### src/rtl/mem_port_arbiter.sv
// rtl/mem_port_arbiter.sv - serializing arbiter between fetch and data requesters on one memory port
module mem_port_arbiter #(
    parameter int DATA_W       = 32,
    parameter int ADDR_W       = 32,
    parameter int MAX_D_STREAK = 4
) (
    input  logic              clk,
    input  logic              rst,
    input  logic              if_req,
    input  logic [ADDR_W-1:0] if_addr,
    output logic [DATA_W-1:0] if_rdata,
    output logic              if_done,
    output logic              if_stall,
    input  logic              d_req,
    input  logic              d_we,
    input  logic [ADDR_W-1:0] d_addr,
    input  logic [DATA_W-1:0] d_wdata,
    output logic [DATA_W-1:0] d_rdata,
    output logic              d_done,
    output logic              d_stall,
    output logic              mem_req,
    output logic              mem_we,
    output logic [ADDR_W-1:0] mem_addr,
    output logic [DATA_W-1:0] mem_wdata,
    input  logic [DATA_W-1:0] mem_rdata,
    input  logic              mem_ready
);

    typedef enum logic [1:0] {
        IDLE = 2'd0,
        BUSY = 2'd1,
        RESP = 2'd2
    } state_t;

    localparam logic [3:0] MAX_STREAK = 4'(MAX_D_STREAK);

    state_t     state;
    logic       owner;
    logic [3:0] streak;
    logic       fetch_wins;

    // Data has priority (older instruction) unless fetch has waited through a full streak
    assign fetch_wins = if_req & (~d_req | (streak == MAX_STREAK));

    // Stalls drop combinationally in the done cycle so the pipeline advances on that edge
    assign if_stall = if_req & ~if_done;
    assign d_stall  = d_req & ~d_done;

    // Arbitration, memory handshake and response registers
    always_ff @(posedge clk or negedge rst) begin
        if (!rst) begin
            state     <= IDLE;
            owner     <= 1'b0;
            streak    <= 4'd0;
            mem_req   <= 1'b0;
            mem_we    <= 1'b0;
            mem_addr  <= '0;
            mem_wdata <= '0;
            if_rdata  <= '0;
            d_rdata   <= '0;
            if_done   <= 1'b0;
            d_done    <= 1'b0;
        end else begin
            case (state)
                IDLE: begin
                    if_done <= 1'b0;
                    d_done  <= 1'b0;
                    if (!if_req) begin
                        streak <= 4'd0;
                    end
                    if (if_req || d_req) begin
                        state   <= BUSY;
                        mem_req <= 1'b1;
                        if (fetch_wins) begin
                            owner    <= 1'b0;
                            mem_addr <= if_addr;
                            mem_we   <= 1'b0;
                            streak   <= 4'd0;
                        end else begin
                            owner     <= 1'b1;
                            mem_addr  <= d_addr;
                            mem_we    <= d_we;
                            mem_wdata <= d_wdata;
                            if (if_req && (streak < MAX_STREAK)) begin
                                streak <= streak + 4'd1;
                            end
                        end
                    end
                end
                BUSY: begin
                    if (mem_ready) begin
                        state   <= RESP;
                        mem_req <= 1'b0;
                        if (owner) begin
                            d_rdata <= mem_rdata;
                            d_done  <= 1'b1;
                        end else begin
                            if_rdata <= mem_rdata;
                            if_done  <= 1'b1;
                        end
                    end
                end
                RESP: begin
                    // One quiet edge lets the served requester drop or replace its request
                    if_done <= 1'b0;
                    d_done  <= 1'b0;
                    state   <= IDLE;
                end
                default: begin
                    state <= IDLE;
                end
            endcase
        end
    end

endmodule

### config.mk
export PLATFORM = sky130hd
export DESIGN_NAME = mem_port_arbiter
export DESIGN_NICKNAME = d
export VERILOG_FILES = /design/src/rtl/mem_port_arbiter.sv
export SDC_FILE = /design/constraint.sdc
export NUM_CORES = 1
export LEC_CHECK = 0
export CAP_MARGIN = 25
export CORE_MARGIN = 2
export CORE_UTILIZATION = 45
export DETAILED_ROUTE_END_ITERATION = 10
export PLACE_DENSITY = 0.9
export SYNTH_ARGS = -nofsm -noshare
export SYNTH_HDL_FRONTEND = slang
export SYNTH_SLANG_ARGS = --single-unit
### constraint.sdc
create_clock -name clk -period 3.1 [get_ports clk]
set_input_delay 0.62 -clock clk [delete_from_list [all_inputs] [get_ports clk]]
set_output_delay 0.62 -clock clk [all_outputs]
set_load 0.005 [all_outputs]
# [Word level (Yosys, flattened, before mapping)]
# Index checks and enable logic that the tools add are counted.
[word_totals] register_bits=139 in_bits=134 out_inout_bits=134
[op_classes] add_sub_neg=1 n_lt_le_gt_ge=1 n_eq_ne=7 n_mux=19 n_bitwise=9 reduce_logical=14
[ops] op="$mux W32" n=1
[ops] op="$reduce_and A3 Y1" n=6
[ops] op="$mux W4" n=4
[ops] op="$mux W1" n=8
[ops] op="$ne A2 B2 Y1 const B" n=4
[ops] op="$pmux W1 S2" n=3
[ops] op="$not A1 Y1" n=5
[ops] op="$add A4 B1 Y4 const B" n=1
[ops] op="$eq A4 B3 Y1 const B" n=1
[ops] op="$lt A4 B3 Y1 const B" n=1
[ops] op="$mux W2" n=2
[ops] op="$pmux W2 S2" n=1
[ops] op="$reduce_and A2 Y1" n=2
[ops] op="$reduce_bool A2 Y1" n=2
[ops] op="$and A1 B1 Y1" n=3
[ops] op="$eq A2 B1 Y1 const B" n=1
[ops] op="$eq A2 B2 Y1 const B" n=1
[ops] op="$logic_not A2 Y1" n=1
[ops] op="$reduce_or A2 Y1" n=1
[ops] op="$logic_and A1 B1 Y1" n=1
[ops] op="$logic_or A1 B1 Y1" n=1
[ops] op="$or A1 B1 Y1" n=1

# [Logic depth before layout (Yosys ltp)]
[logic_depth] word_depth=5 depth_mapped=7 depth_no_buf=5

# [Least setup slack after synthesis]
# Ideal clock, no wire load.
[synth_timing] kind="input port to flip-flop" start="input d_req" end="register mem_addr[11]" t_arrival_ns=1.634 required_time_ns=3.014 slack_ns=1.380 stages=7 n_path_buf=4 cell_sequence="buf_6 or2_1 buf_2 and2_4 buf_6 buf_6 o221ai_2"
[synth_between] elab_chain_cells=4
[synth_rtl] element="start: declaration" line_no="14" text="input logic d_req,"
[synth_rtl] element="$not A1 Y1" line_no="43" text="assign fetch_wins = if_req & (~d_req | (streak == MAX_STREAK));"
[synth_rtl] element="$or A1 B1 Y1" line_no="43"
[synth_rtl] element="$and A1 B1 Y1" line_no="43"
[synth_rtl] element="$mux W32" line_no="74" text="if (fetch_wins) begin"
[synth_rtl] element="end signal: assignment" line_no="76" text="mem_addr <= if_addr;"
[synth_rtl] element="end signal: assignment" line_no="81" text="mem_addr <= d_addr;"
[synth_rtl] element="end: declaration" line_no="23" text="output logic [ADDR_W-1:0] mem_addr,"
# Several ways; a longest one is shown, not always the timed one.
# A chain may end at the register's enable or synchronous reset.

# [Worst setup path in the final report]
[layout_timing] start="input if_req" end="output if_stall"
[layout_between] elab_chain_cells=1
[layout_rtl] element="start: declaration" line_no="9" text="input logic if_req,"
[layout_rtl] element="$and A1 B1 Y1" line_no="46" text="assign if_stall = if_req & ~if_done;"
[layout_rtl] element="end: declaration" line_no="13" text="output logic if_stall,"
# Every way passes these cells.

==> flow_metrics.py <==
metrics = {
    "worst_setup_path": {
        "critPathBufInv": 2,
        "path_cells": "clkdlybuf4s50_1 > nor2b_1 > clkdlybuf4s50_1",
        "cpMaxStageDelayCell": "clkdlybuf4s50_1",
        "critPathMostFrequentCell": "clkdlybuf4s50_1",
        "critical-path-max-stage-delay_ns": 0.62,
        "r2r_start": "state[0]$_DFFE_PN0P_",
        "crit_family": "buffers and inverters",
        "crit_type": "in2out",
        "crit_path_max_fanout": 5,
        "worst_setup_path_end_kind": "output pin",
        "required_ns": 2.48,
        "reg2reg_setup_slack_ns": 1.14,
        "start_kind": "primary input",
        "arrival_ns": 1.94,
        "rr_endpoint": "mem_addr[0]$_DFFE_PN0P_",
        "r2r_cells": 3,
    },
    "routing": {
        "wire_per_inst_um": 18.9,
        "via_per_inst": 5.28,
        "ant_nets": 0,
        "wirelength_mm": 16.9,
        "drc": 0,
        "drtIter0Drc": 406,
        "drt-pass1-iter-count": 4,
        "num_vias": 4716,
    },
    "job": {
        "cap_violations": 0,
    },
    "clocking": {
        "cts_tree": "built",
        "root_buffer": "clkbuf_16",
        "clockBufferDepth": 2,
        "cts_resized": 0,
        "numCtsBuffers": 17,
        "cts.sinks": 139,
        "postCtsHoldBufs": 0,
        "h-tree-depth": 4,
        "clock_latency_ns": 0.41,
        "post_cts_buffers": 0,
        "path_clk_slew_ns": 0.06,
    },
    "outcome": {
        "status": "completed",
    },
    "pwr": {
        "leakage_nw": 3.84,
        "p_per_area_mw_per_mm2": 989,
        "vdd_drop_max_mv": 0.631,
    },
    "synthesis": {
        "yosys_warnings": 0,
        "synth_top_area_share": 0.583,
        "synth_area_per_cell_um2": 13.5,
        "ys_seq_area_frac": 0.583,
        "ys_types": 32,
        "netlist_instances": 443,
        "synth.ff_latch_count": 139,
        "synth_top_area_cell": "dfrtp_1",
        "synthesis.nets": 579,
        "synthesis.area_mm2": 0.00597,
        "synth_area_leaders": "dfrtp_1 58%, mux2_2 18%, o221ai_2 7.0%",
    },
    "placement": {
        "io_buffers": 267,
        "gp_congestion": 0.793,
        "pre_cts_slack_ns": 0.546,
        "hpwl_mm": 11.9,
    },
    "timing": {
        "layout_worst_path_cycle_share": 0.826,
        "tightest_slew_ns": 0.670,
        "fmax_ghz": 0.391,
        "fin_skew_ns": 0.00827,
        "final.min_clock_period_ns": 2.56,
        "setup_viol": 0,
        "rsz0062_at_grt": "no",
        "max_slew_margin": 0.553,
        "slew_viol_final": 0,
        "hold_viol": 0,
        "setup_tns_ns": 0,
        "finalWorstSetupSlack_ns": 0.539,
    },
    "worst_hold_path": {
        "hold_class": "in2async",
    },
    "global_route": {
        "grt_pass1_wl_mm": 26.7,
        "grt_pass1_vias": 5104,
        "overflow": 0,
        "antenna_found_initial": 0,
        "grt_use_total": 0.242,
        "grt_max_degree": 71,
    },
    "die": {
        "die_w_um": 119,
        "die-area_mm2": 0.0142,
        "core_area_mm2": 0.0131,
        "die_h_um": 119,
        "rows": 42,
        "io_pins": 268,
        "initial_core_util": 0.456,
    },
    "final_layout": {
        "syn_to_final_growth_pct": 56.7,
        "fillers": 867,
        "n_antenna_cell": 0,
        "final_layout_size_suffix_gt1_frac": 0.238,
        "nNetsFinal": 841,
    },
}
==> worst max path at each step <==
stage / slack (ns) / end / start / depth (start not counted)
after global placement: 0.57 / if_stall / if_req / 3
after global routing: 0.53 / if_stall / if_req / 3
final: 0.54 / if_stall / if_req / 3
after CTS: 0.55 / if_stall / if_req / 3
after floorplan: 1.38 / mem_addr[11]$_DFFE_PN0P_ / d_req / 7
after detailed placement: 0.55 / if_stall / if_req / 3
==> cells in the mapped netlist <==
| cell type | instances |
|---|---|
| dfrtp_1 | 139 |
| nand2b_1 | 1 |
| or2_1 | 1 |
| buf_1 | 1 |
| nor2_1 | 4 |
| o21a_1 | 3 |
| nand4b_1 | 1 |
| a21oi_1 | 2 |
| and2_4 | 1 |
| a31oi_1 | 2 |
| ha_1 | 2 |
| nor3b_1 | 2 |
| mux2_2 | 96 |
| o21ai_1 | 3 |
| o221ai_2 | 28 |
| and3b_1 | 1 |
| buf_4 | 6 |
| clkbuf_1 | 13 |
| o31a_1 | 1 |
| nand3_2 | 1 |
| nand2_1 | 5 |
| nor2b_1 | 1 |
| nand3b_1 | 1 |
| o21ai_0 | 1 |
| o221ai_1 | 4 |
| nand3_1 | 33 |
| o22ai_1 | 2 |
| nand4_1 | 33 |
| inv_1 | 39 |
| or2_2 | 1 |
| buf_2 | 10 |
| buf_6 | 5 |
==> metal layers <==
metal	GRT usage	routed length, µm	vias up
li1	-	-	2137
met1	0.271	6080	2318
met2	0.413	8980	221
met3	0.0814	1300	40
met4	0.118	562	0
met5	0	0	-
==> kinds of logic after synthesis <==
family / after synthesis / synth area share
fa+ha+maj: 2 / 0.00419
compound gates: 46 / 0.0908
buf+inv: 74 / 0.0587
flops: 139 / 0.583
simple gates: 86 / 0.0820
mux: 96 / 0.181
==> cells in the final DEF (no fill, tap or decap), drive strengths merged, types with 4 or more instances in the layout <==
| cell | instances |
|---|---|
| buf | 12 |
| clkbuf | 22 |
| clkdlybuf4s50 | 266 |
| clkinv | 4 |
| clkinvlp | 4 |
| dfrtp | 139 |
| inv | 39 |
| mux2 | 96 |
| nand2 | 5 |
| nand3 | 34 |
| nand4 | 33 |
| nor2 | 4 |
| o21ai | 4 |
| o221ai | 32 |
==> per-stage QoR <==
step           hold WS, ns  area (µm²)  total power, mW  instances   util
3_5_place_dp         0.489        8760             7.29        862  0.670
5_1_grt              0.237        9350             9.73        894  0.714
4_1_cts              0.231        9350             9.33        894  0.714
6_report             0.178        9350             9.24        894  0.714
3_3_place_gp         0.471        8760             7.08        862  0.670
2_1_floorplan        0.324        5970             4.95        443      -
==> area by class of cell <==
cell class                 instances  area, µm²  area share
sequential                       139       3480       0.372
timing repair buffer             278       2760       0.295
multi-input combinational        230       2160       0.231
clock buffer                      22        464      0.0497
tap                              176        220      0.0236
inverter                          39        146      0.0157
clock inverter                    10        118      0.0126
==> flip-flops by register name, indices dropped and copies added, names as in the netlist <==
signal / cells
d_rdata: 32
if_rdata: 32
mem_addr: 32
mem_wdata: 32
streak: 4
state: 2
d_done: 1
if_done: 1
mem_req: 1
mem_we: 1
owner: 1
==> power by group <==
part	total [mW]	internal (mW)	switching, mW
clock network	1.98	1.23	0.755
registers	3.23	2.71	0.516
logic	4.03	2.56	1.47
total	9.24	6.50	2.74
(Power assumes the default switching activity.)
